### config.mk
export PLATFORM = sky130hd
export DESIGN_NAME = int_priority_controller_flat
export DESIGN_NICKNAME = d
export VERILOG_FILES = /design/src/rtl/int_priority_controller_pkg.sv /design/src/rtl/int_priority_controller_if.sv /design/src/rtl/int_prio_encoder.sv /design/src/rtl/int_priority_controller.sv /design/src/flat_wrapper.sv
export SDC_FILE = /design/constraint.sdc
export NUM_CORES = 1
export LEC_CHECK = 0
export CAP_MARGIN = 15
export CELL_PAD_IN_SITES_DETAIL_PLACEMENT = 1
export CELL_PAD_IN_SITES_GLOBAL_PLACEMENT = 1
export CORE_ASPECT_RATIO = 0.5
export CORE_MARGIN = 1.5
export CORE_UTILIZATION = 30
export DETAILED_ROUTE_END_ITERATION = 16
export MAX_ROUTING_LAYER = met4
export PLACE_DENSITY = 0.9
export SETUP_SLACK_MARGIN = 0.15
export SLEW_MARGIN = 20
export SYNTH_ARGS = -nofsm -noshare
export SYNTH_HDL_FRONTEND = slang
export SYNTH_HIERARCHICAL = 1
export SYNTH_SLANG_ARGS = --single-unit
### constraint.sdc
create_clock -name i_clk -period 4.3 [get_ports i_clk]
set_clock_uncertainty 0.2 [all_clocks]
set_input_delay 0.86 -clock i_clk [delete_from_list [all_inputs] [get_ports i_clk]]
set_output_delay 0.86 -clock i_clk [all_outputs]
set_load 0.02 [all_outputs]
### src/rtl/int_priority_controller_pkg.sv
// Shared definitions for the prioritising interrupt controller:
// FSM state encoding, default vector layout and an index-width helper.
package int_priority_controller_pkg;

  typedef enum logic [1:0] {
    IDLE = 2'd0,
    PEND = 2'd1,
    ACK  = 2'd2
  } ipc_state_e;

  localparam int unsigned NR_OF_SOURCES_DEFAULT = 3;
  localparam logic [31:0] VEC_BASE_DEFAULT      = 32'h0000_0100;
  localparam logic [31:0] VEC_STRIDE_DEFAULT    = 32'h0000_0010;

  // Width of a source index; never below one bit.
  function automatic int unsigned idx_width(input int unsigned n);
    return (n > 1) ? $clog2(n) : 1;
  endfunction

endpackage

### src/rtl/int_priority_controller_if.sv
// CPU / request-register side bus of the interrupt controller.
// master: drives requests, mask writes, IE, Accept, Eret (CPU side).
// slave : the controller; returns IRQ, Vector, ReqClr, InService, Mask.
interface int_priority_controller_if #(
  parameter int unsigned NrOfSources = 3
);
  logic [NrOfSources-1:0] int_req;
  logic                   mask_we;
  logic [NrOfSources-1:0] mask_d;
  logic                   ie;
  logic                   accept;
  logic                   eret;
  logic                   irq;
  logic [31:0]            vector;
  logic [NrOfSources-1:0] req_clr;
  logic [NrOfSources-1:0] in_service;
  logic [NrOfSources-1:0] mask;

  modport master (
    output int_req, mask_we, mask_d, ie, accept, eret,
    input  irq, vector, req_clr, in_service, mask
  );

  modport slave (
    input  int_req, mask_we, mask_d, ie, accept, eret,
    output irq, vector, req_clr, in_service, mask
  );
endinterface

### src/rtl/int_prio_encoder.sv
// Combinational lowest-index-first priority encoder.
// Ports: i_vec (request vector), o_idx_c (index of lowest set bit),
//        o_valid_c (any bit set).
module int_prio_encoder
  import int_priority_controller_pkg::*;
#(
  parameter  int unsigned Width = 3,
  localparam int unsigned IdxW  = idx_width(Width)
) (
  input  logic [Width-1:0] i_vec,
  output logic [IdxW-1:0]  o_idx_c,
  output logic             o_valid_c
);

  // Scan high to low so the lowest set index is the last one written.
  always_comb begin
    o_idx_c   = '0;
    o_valid_c = |i_vec;
    for (int i = int'(Width) - 1; i >= 0; i--) begin
      if (i_vec[i]) o_idx_c = IdxW'(i);
    end
  end

endmodule

### src/rtl/int_priority_controller.sv
// Prioritising interrupt controller. Samples the request registers, applies
// the software mask and the in-service level, raises a registered IRQ, and on
// CPU Accept returns the handler vector and pulses a clear to the winner.
// Ports: i_clk, i_rst_n (async active-low), io_bus (slave modport carrying
//        IntReq/MaskWe/MaskD/IE/Accept/Eret in, IRQ/Vector/ReqClr/InService/
//        Mask out).
// Build option: define INT_NESTING_EN to let higher-priority sources nest
// over lower levels already in service; otherwise one level at a time.
module int_priority_controller
  import int_priority_controller_pkg::*;
#(
  parameter int unsigned NrOfSources = NR_OF_SOURCES_DEFAULT,
  parameter logic [31:0] VecBase     = VEC_BASE_DEFAULT,
  parameter logic [31:0] VecStride   = VEC_STRIDE_DEFAULT
) (
  input logic                       i_clk,
  input logic                       i_rst_n,
  int_priority_controller_if.slave  io_bus
);

  localparam int unsigned N    = NrOfSources;
  localparam int unsigned IdxW = idx_width(N);
  localparam logic [N-1:0] ONE = N'(1);

  ipc_state_e       r_state;
  logic [IdxW-1:0]  r_cur_idx;
  logic             r_irq;
  logic [31:0]      r_vector;
  logic [N-1:0]     r_req_clr;
  logic [N-1:0]     r_isr;
  logic [N-1:0]     r_mask;

  logic [N-1:0]     w_above;
  logic [N-1:0]     w_cand;
  logic [IdxW-1:0]  w_win_idx;
  logic             w_win_valid;
  logic [IdxW-1:0]  w_isr_top_idx;
  logic             w_isr_valid;
  logic [N-1:0]     w_cur_oh;
  logic [N-1:0]     w_eret_clr;
  logic [N-1:0]     w_ack_set;
  logic [31:0]      w_vec_next;
  logic             w_cur_live;

  // Winner among eligible requests.
  int_prio_encoder #(.Width(N)) u_cand_enc (
    .i_vec     (w_cand),
    .o_idx_c   (w_win_idx),
    .o_valid_c (w_win_valid)
  );

  // Highest-priority level currently in service.
  int_prio_encoder #(.Width(N)) u_isr_enc (
    .i_vec     (r_isr),
    .o_idx_c   (w_isr_top_idx),
    .o_valid_c (w_isr_valid)
  );

  // Sources allowed to pre-empt the current service level.
`ifdef INT_NESTING_EN
  assign w_above = w_isr_valid ? ((ONE << w_isr_top_idx) - ONE) : '1;
`else
  assign w_above = w_isr_valid ? '0 : '1;
`endif

  assign w_cand     = io_bus.int_req & ~r_mask & w_above;
  assign w_cur_oh   = ONE << r_cur_idx;
  assign w_cur_live = |(w_cand & w_cur_oh);
  assign w_eret_clr = (io_bus.eret && w_isr_valid) ? (ONE << w_isr_top_idx) : '0;
  assign w_ack_set  = (r_state == ACK) ? w_cur_oh : '0;
  assign w_vec_next = VecBase + (32'(r_cur_idx) * VecStride);

  // Handshake FSM with registered outputs, ISR and mask.
  always_ff @(posedge i_clk or negedge i_rst_n) begin
    if (!i_rst_n) begin
      r_state   <= IDLE;
      r_cur_idx <= '0;
      r_irq     <= 1'b0;
      r_vector  <= VecBase;
      r_req_clr <= '0;
      r_isr     <= '0;
      r_mask    <= '1;
    end else begin
      r_req_clr <= '0;
      if (io_bus.mask_we) r_mask <= io_bus.mask_d;
      r_isr <= (r_isr & ~w_eret_clr) | w_ack_set;

      case (r_state)
        IDLE: begin
          if (io_bus.ie && w_win_valid) begin
            r_cur_idx <= w_win_idx;
            r_state   <= PEND;
            r_irq     <= 1'b1;
          end
        end
        PEND: begin
          // Losing eligibility withdraws the request; Eret blocks Accept.
          if (!io_bus.ie || !w_cur_live) begin
            r_state <= IDLE;
            r_irq   <= 1'b0;
          end else if (io_bus.accept && !io_bus.eret) begin
            r_state <= ACK;
            r_irq   <= 1'b0;
          end
        end
        ACK: begin
          r_req_clr <= w_cur_oh;
          r_vector  <= w_vec_next;
          r_state   <= IDLE;
        end
        default: begin
          r_state <= IDLE;
          r_irq   <= 1'b0;
        end
      endcase
    end
  end

  assign io_bus.irq        = r_irq;
  assign io_bus.vector     = r_vector;
  assign io_bus.req_clr    = r_req_clr;
  assign io_bus.in_service = r_isr;
  assign io_bus.mask       = r_mask;

endmodule

### src/flat_wrapper.sv
// flat-port wrapper written by rule: the top's interface ports become plain ports
module int_priority_controller_flat import int_priority_controller_pkg::*;
#(
  parameter int unsigned NrOfSources = NR_OF_SOURCES_DEFAULT,
  parameter logic [31:0] VecBase     = VEC_BASE_DEFAULT,
  parameter logic [31:0] VecStride   = VEC_STRIDE_DEFAULT
)
  (i_clk, i_rst_n, io_bus_int_req, io_bus_mask_we, io_bus_mask_d, io_bus_ie, io_bus_accept, io_bus_eret, io_bus_irq, io_bus_vector, io_bus_req_clr, io_bus_in_service, io_bus_mask);
  int_priority_controller_if #(.NrOfSources(NrOfSources)) io_bus_i ();
  input logic i_clk;
  input logic i_rst_n;
  input wire logic [$bits(io_bus_i.int_req)-1:0] io_bus_int_req;
  input wire logic [$bits(io_bus_i.mask_we)-1:0] io_bus_mask_we;
  input wire logic [$bits(io_bus_i.mask_d)-1:0] io_bus_mask_d;
  input wire logic [$bits(io_bus_i.ie)-1:0] io_bus_ie;
  input wire logic [$bits(io_bus_i.accept)-1:0] io_bus_accept;
  input wire logic [$bits(io_bus_i.eret)-1:0] io_bus_eret;
  output wire logic [$bits(io_bus_i.irq)-1:0] io_bus_irq;
  output wire logic [$bits(io_bus_i.vector)-1:0] io_bus_vector;
  output wire logic [$bits(io_bus_i.req_clr)-1:0] io_bus_req_clr;
  output wire logic [$bits(io_bus_i.in_service)-1:0] io_bus_in_service;
  output wire logic [$bits(io_bus_i.mask)-1:0] io_bus_mask;
  assign io_bus_i.int_req = io_bus_int_req;
  assign io_bus_i.mask_we = io_bus_mask_we;
  assign io_bus_i.mask_d = io_bus_mask_d;
  assign io_bus_i.ie = io_bus_ie;
  assign io_bus_i.accept = io_bus_accept;
  assign io_bus_i.eret = io_bus_eret;
  assign io_bus_irq = io_bus_i.irq;
  assign io_bus_vector = io_bus_i.vector;
  assign io_bus_req_clr = io_bus_i.req_clr;
  assign io_bus_in_service = io_bus_i.in_service;
  assign io_bus_mask = io_bus_i.mask;
  int_priority_controller #(.NrOfSources(NrOfSources), .VecBase(VecBase), .VecStride(VecStride)) u_core (.i_clk(i_clk), .i_rst_n(i_rst_n), .io_bus(io_bus_i));
endmodule
* Word-level counts from Yosys, hierarchy flattened
Index checks and enable logic that the tools add are counted.
Cells by class: mux-type cells 17, bitwise operators 8, reduce and logical (&&, ||, !) cells 14, equality and inequality tests 4, shifts and indexed selects 2, $add $sub $neg 1
Operator list (number):
- 2-to-1 mux 2 bit | 9
- bitwise AND 3 bit | 4
- adder 9 x 6 -> 10 bit (first input constant) | 1
- 2-to-1 mux 3 bit | 3
- OR reduction 3 bit | 3
- NOT 3 bit | 2
- << shifter 1 x 2 -> 3 bit (first input constant) | 2
- case mux 2 bit (2 select lines) | 1
- AND reduction 2 bit | 2
- logical AND 1 bit | 3
- logical NOT 1 bit | 3
- 2-to-1 mux 1 bit | 3
- inequality test 3 x 1 -> 1 bit (second input constant) | 1
- OR 3 bit | 1
- case mux 1 bit (3 select lines) | 1
- AND reduction 3 bit | 1
- == test 2 x 1 -> 1 bit (second input constant) | 1
- == test 2 bit (second input constant) | 1
- logical NOT 2 bit | 1
- inequality test 2 x 1 -> 1 bit (second input constant) | 1
- logical OR 1 bit | 1
- NOT 1 bit | 1
Word-level totals: output and inout port bits 42, input bits 12, register bits after elaboration 46, word-level logic and storage cells 53

* Longest topological paths before layout
depth after elaboration 9, depth in mapped cells 6, depth with buffers taken out 6

* By module
Netlist, hierarchy kept.
By module, submodules not included:
- int_priority_controller | seq. area each 404.1 µm², cells an instance 84, area an instance 932.1 µm², instances 1
- int_prio_encoder | seq. area each 0.0 µm², cells an instance 3, area an instance 20.0 µm², instances 2

* Worst setup path before layout
Ideal clock, no wire load.
path type input -> register, from input io_bus_int_req[1], to register u_core.r_cur_idx[0], required time 3.972 ns, setup time 0.128 ns, path slack 2.115 ns, data arrival time 1.858 ns, cell stages on the path 4, cells stage by stage nor3b_2 -> or3_1 -> and3b_1 -> mux2_1
On the way: cells in the longest elaborated chain, start to end 5
Ends and longest elaborated chain:
- start: declaration | line flat_wrapper.sv:12 | input wire logic [$bits(io_bus_i.int_req)-1:0] io_bus_int_req;
- bitwise AND 3 bit (2 in series) | line int_priority_controller.sv:66 | assign w_cand = io_bus.int_req & ~r_mask & w_above;
- OR reduction 3 bit | line int_prio_encoder.sv:18 | o_valid_c = |i_vec;
- net u_core.w_win_valid | line int_priority_controller.sv:36 | logic w_win_valid;
- logical AND 1 bit | line int_priority_controller.sv:90 | if (io_bus.ie && w_win_valid) begin
- AND reduction 2 bit (no line)
- end signal: assignment | line int_priority_controller.sv:91 | r_cur_idx <= w_win_idx;
- end: declaration | line int_priority_controller.sv:26 | logic [IdxW-1:0] r_cur_idx;
The timed path passes the listed nets, and every way through them passes these cells. A chain may end at the register's enable or synchronous reset.

* Worst setup path after layout
from register u_core.r_mask[0] (netlist: u_core/io_bus.mask[0]), to output io_bus_mask[0]
RTL lines:
- start: declaration | line int_priority_controller.sv:31 | logic [N-1:0] r_mask;
- start signal: assignment | line int_priority_controller.sv:85 | if (io_bus.mask_we) r_mask <= io_bus.mask_d;
- end: declaration | line flat_wrapper.sv:22 | output wire logic [$bits(io_bus_i.mask)-1:0] io_bus_mask;
No word-level cell between the ends.

==> metrics.cfg <==
[worst_hold_path]
min_path_type = reg2reg
holdPathStages = 1

[pwr]
ir_worst_vdd_mv = 0.127
p_per_area_mw_per_mm2 = 435
power_leakage_nw = 0.570

[worst_setup_path]
start_kind = flop
crit_family = buffers and inverters
crit_cells = 1
crit_path_cell_trace = clkdlybuf4s50_1
path_max_fanout = 3
cp.required_ns = 3.24
cp-end-kind = output pin
crit_arrival_ns = 1.42
critPathKind = reg2out
max_stage_delay_ns = 0.62
r2r_cells = 5
cp_slowest_cell = clkdlybuf4s50_1
path_buf_inv = 1

[yosys]
yosys_warnings = 6
synth.top_cell.area_share = 0.335
synthCells = 90
yosysUniqueCellTypes = 23
yosys.area.top_type = dfrtp_1
yosys_register_bits = 16
syn-cell-area_um2 = 972
avgSynthCellArea_um2 = 10.8
ys_top_cells_by_area = dfrtp_1 (33%), buf_4 (23%), dfstp_2 (8.1%)
yosysSeqAreaShare = 0.416

[route]
drc = 0
wl_per_cell_um = 12.1
vias = 628
dr.pass1.iters = 4
first_iter_violations = 23
wirelength_um = 1870
ant_nets = 0
via_per_inst = 4.05

[global_routing]
grt_usage = 0.111
antenna_found_initial = 0
grt_pass1_wl_um = 2930
grt_overflow = 0
grt_pass1_vias = 653
grt_max_degree = 17

[layout]
final_area_mm2 = 0.00119
layout_common_cells = conb_1 (30), clkdlybuf4s50_1 (23), dfrtp_1 (13), nor2b_1 (6), nor3b_2 (5)
fill_cells = 365
diodes = 0
final_layout_size_suffix_gt1_frac = 0.148
final_nets = 128
fin_util = 0.390
syn2layout_area_growth_pct = 22.1
layout_commonest_cell = conb_1

[clock_tree]
cts_resized = 0
clockBufferDepth = 2
cts_made_buffers = 3
cts.hold.buffers_added = 0
clk_latency_ns = 0.25
clk_pin_slew_ns = 0.06
cts_max_level = 1
cts_root_buf = clkbuf_8
clock-sinks = 16
cts_tree = yes
post_cts_buffers = 0

[place]
place_congestion = 0.743
hpwl_um = 1480
port_buffers = 23
placed_area_mm2 = 0.00113
pre_cts_ws_ns = 1.65

[sta]
setup_viol_count_final = 0
post-route-min-period_ns = 2.48
slew_violations = 0
tns_ns = 0
fin_crit_sh = 0.576
timing.final.ws_setup_ns = 1.82
max_freq_ghz = 0.404
hold_viol_final = 0
slew_headroom = 0.527
tightest_slew_ns = 0.707
rsz0062_at_grt = no

[flow_run]
drv_cap = 0

[die]
dieWidth_um = 83.5
num_rows = 14
ios = 54
core_mm2 = 0.00305
initial_core_util = 0.319
die_y_um = 43.3
die_area_mm2 = 0.00361

[run_status]
status = completed

[path summary, 6_finish.rpt]
| kind | from | end | slack, ns |
|---|---|---|---|
| max reg2reg | u_core/io_bus.in_service[1]$_DFF_PN0_ | u_core/r_cur_idx[0]$_DFFE_PN0P_ | 2.04 |
| max | u_core/io_bus.mask[0]$_DFFE_PN1P_ | io_bus_mask[0] | 1.82 |
| max in group asynchronous | i_rst_n | u_core/io_bus.req_clr[0]$_DFF_PN0_ | 2.62 |
| min reg2reg | u_core/io_bus.vector[5]$_DFFE_PN0P_ | u_core/io_bus.vector[5]$_DFFE_PN0P_ | 0.29 |
| min | u_core/io_bus.vector[5]$_DFFE_PN0P_ | u_core/io_bus.vector[5]$_DFFE_PN0P_ | 0.29 |
| min in group asynchronous | i_rst_n | u_core/io_bus.vector[5]$_DFFE_PN0P_ | 0.84 |
[cells in the mapped netlist (all sizes together)]
master  number
or3          2
nand4b       1
and3b        1
o31ai        1
nand2        2
dfrtp       13
a21o         2
o211ai       1
nor2         3
nor2b        6
a22o         1
nor3b        7
mux2         7
conb         2
dfstp        3
nor3         1
buf         30
nand2b       4
o21ai        1
a21oi        1
and3         1
[logic make-up after synthesis]
kind of cell | Yosys count | synth area share
AO/OA/AOI/OAI | 7 | 0.0579
flip-flops | 16 | 0.416
AND/OR/NAND/NOR | 28 | 0.206
multiplexers | 7 | 0.0811
buffers and inverters | 30 | 0.232
other | 2 | 0.00772
[per-stage QoR]
stage                     hold slack [ns]  power [W]  instances
final                               0.290   0.000517        155
after global routing                0.333   0.000547        155
after CTS                           0.300   0.000523        155
after detailed placement            0.285   0.000388        151
after global placement              0.286   0.000380        151
after floorplan                     0.263   0.000340        118
[per-layer routing]
layer | global-route usage | up-vias | routed length, µm
li1 | - | 293 | -
met1 | 0.118 | 306 | 746
met2 | 0.189 | 27 | 998
met3 | 0.0370 | 2 | 98
met4 | 0.0557 | 0 | 27
met5 | - | - | 0
[sequential cells by signal (all words and copies together) (netlist names)]
register                  flops
u_core/io_bus.in_service      3
u_core/io_bus.irq             1
u_core/io_bus.mask            3
u_core/io_bus.req_clr         3
u_core/io_bus.vector          2
u_core/r_cur_idx              2
u_core/r_state                2
[area by class of cell]
class | instances | area (µm²) | area share
multi-input cells | 72 | 448 | 0.377
flip-flops and latches | 16 | 404 | 0.340
repair buffers | 23 | 230 | 0.194
well taps | 40 | 50.0 | 0.0421
clock buffers | 4 | 55.1 | 0.0464
[power breakdown]
part,internal (W),total [W],switching (W)
Clock,0.0000811,0.000131,0.0000499
Combinational,0.0000783,0.000174,0.0000959
Sequential,0.000179,0.000211,0.0000324
Total,0.000339,0.000517,0.000178
Note: power is estimated with default switching activity, not from simulation.
==> RTL edit (config.mk and constraints unchanged) <==
The 3 states of `ipc_state_e` get a one-hot encoding in 3 bits.
--- a/src/rtl/int_priority_controller_pkg.sv
+++ b/src/rtl/int_priority_controller_pkg.sv
@@ -3,8 +3,8 @@
 package int_priority_controller_pkg;
 
-  typedef enum logic [1:0] {
-    IDLE = 2'd0,
-    PEND = 2'd1,
-    ACK  = 2'd2
+  typedef enum logic [2:0] {
+    IDLE = 3'b001,
+    PEND = 3'b010,
+    ACK  = 3'b100
   } ipc_state_e;
 
Behaviour: no difference found for any inputs over 10 cycles, from zero or initial values and one cycle with i_rst_n low; not proved beyond that.
==> RTL edit against the original RTL <==
  * The flow now finishes with violations (DRC)
  * Setup slack lost 0.017 ns
  * Sequential cell count grew 1
  * Area after synthesis increased by 4.4%
  * Power shrank 23%
  * Highest routed layer unchanged
  * Routed wire length grew 7.0%
  * Final area rose by 2.7%
  * Die area increased by 4.1%
  * Sequential power shrank 11%
==> RTL edit: results (changes against the original RTL) <==
| Metric | Value |
|---|---|
| Status | `finished with violations` |
| Failing checks | `DRC` |
| Post-synthesis compound-gate area fraction | `6.04% (+0.25 points)` |
| Global-route wire length before repair | `3.21 mm (+9.7%)` |
| Largest net degree at the start of global routing | `18 (+1)` |
| Distinct cells, synth | `26 (+13%)` |
| Placer Congestion | `0.796 (+7.2%)` |
| Total GRT Usage | `11.9% (+0.82 points)` |
| Tightest Pin Transition | `0.730 ns (+0.0233 ns)` |
| TritonCTS buffer count | `3 (unchanged)` |
| DRT Pass-1 Iters | `11 (+7)` |
| Vias in the first global route | `719 (+10%)` |
| Synth top area cells | `dfrtp_1 (32%), buf_4 (22%), dfstp_2 (10%), nand2_1 (6.7%), nor3b_1 (5.2%)` |
| Crit path largest cell delay | `roughly 0.63 ns` |
| DRT iter0 DRCs | `17 (-26%)` |
| Pre-CTS WS | `1.73 ns (+0.0803 ns)` |
| Routed Wire Length | `2.00 mm (+7.0%)` |
| Layout cells sized above 1 | `9.85% (-4.9 points)` |
| Maximum vdd drop | `0.113 mV (-11%)` |
| Synth cell count leaders | `buf_4 (30), nand2_1 (18), dfrtp_1 (13)` |
| Worst skew pair latency | `0.25 ns (about the same)` |
| Dpl hpwl | `1.60 mm (+8.4%)` |
| Number of remaining DRC errors | `2 (+2)` |
| Register area share after synthesis | `42.4% (+0.85 points)` |
| Post-synthesis mux area share | `3.33% (-4.8 points)` |
| Root buffer cell | `clkbuf_8` |
| Worst-path maximum fanout | `4 (+1)` |
| Final net count | `145 (+13%)` |
## RTL edit: cell count changes after synthesis, moves of 2 or more
cell	change
nor2_1	+3
nor3b_2	-5
mux2_1	-4
and2_1	+2
nor2b_1	-4
nand2_1	+16
nor3b_1	+5
## RTL edit: final cells by class
type	instances	area, µm²
fill	357	1900
multi-input combinational	88	464
clock buffer	4	45.0
tap	40	50.0
sequential	17	430
timing repair buffer	23	230
## RTL edit: through the flow
step | hold slack (ns) | utilization, % | power (mW) | instance area [µm²] | cells
final | 0.298 | 39.1 | 0.398 | 1220 | 172
after global routing | 0.337 | 39.1 | 0.423 | 1220 | 172
after CTS | 0.299 | 39.1 | 0.405 | 1220 | 172
after detailed placement | 0.284 | 37.7 | 0.284 | 1170 | 168
after global placement | 0.262 | 37.7 | 0.280 | 1170 | 168
after floorplan | 0.291 | - | 0.268 | 1120 | 135
## RTL edit: layer usage
layer / track usage (%) / part of all wire (%) / vias to the layer above
met4: 6.77 / 2.2 / 0
met5: - / 0 / -
met1: 11.7 / 40 / 343
met2: 21.9 / 52 / 33
li1: - / - / 343
met3: 3.36 / 6.4 / 5
## RTL edit: kinds of logic after synthesis
logic type,Yosys count
other cells,2
compound gates,8
flops,17
mux,3
buf+inv,30
simple gates,47
## RTL edit: worst paths after layout
kind	startpoint	endpoint	slack, ns
setup / recovery	u_core/io_bus.mask[2]	io_bus_mask[2]	1.81
hold / removal	u_core/io_bus.vector[4]	u_core/io_bus.vector[4]	0.30
setup reg to reg	u_core/io_bus.in_service[1]	u_core/io_bus.irq	2.02
hold reg to reg	u_core/io_bus.vector[4]	u_core/io_bus.vector[4]	0.30
max in group asynchronous	i_rst_n	u_core/io_bus.vector[5]	2.59
min in group asynchronous	i_rst_n	u_core/r_cur_idx[1]	0.84
## RTL edit: where the power goes
part | internal (mW) | switching [mW]
combinational | 0.0355 | 0.0574
sequential | 0.175 | 0.0128
clock | 0.0657 | 0.0514
total | 0.276 | 0.122
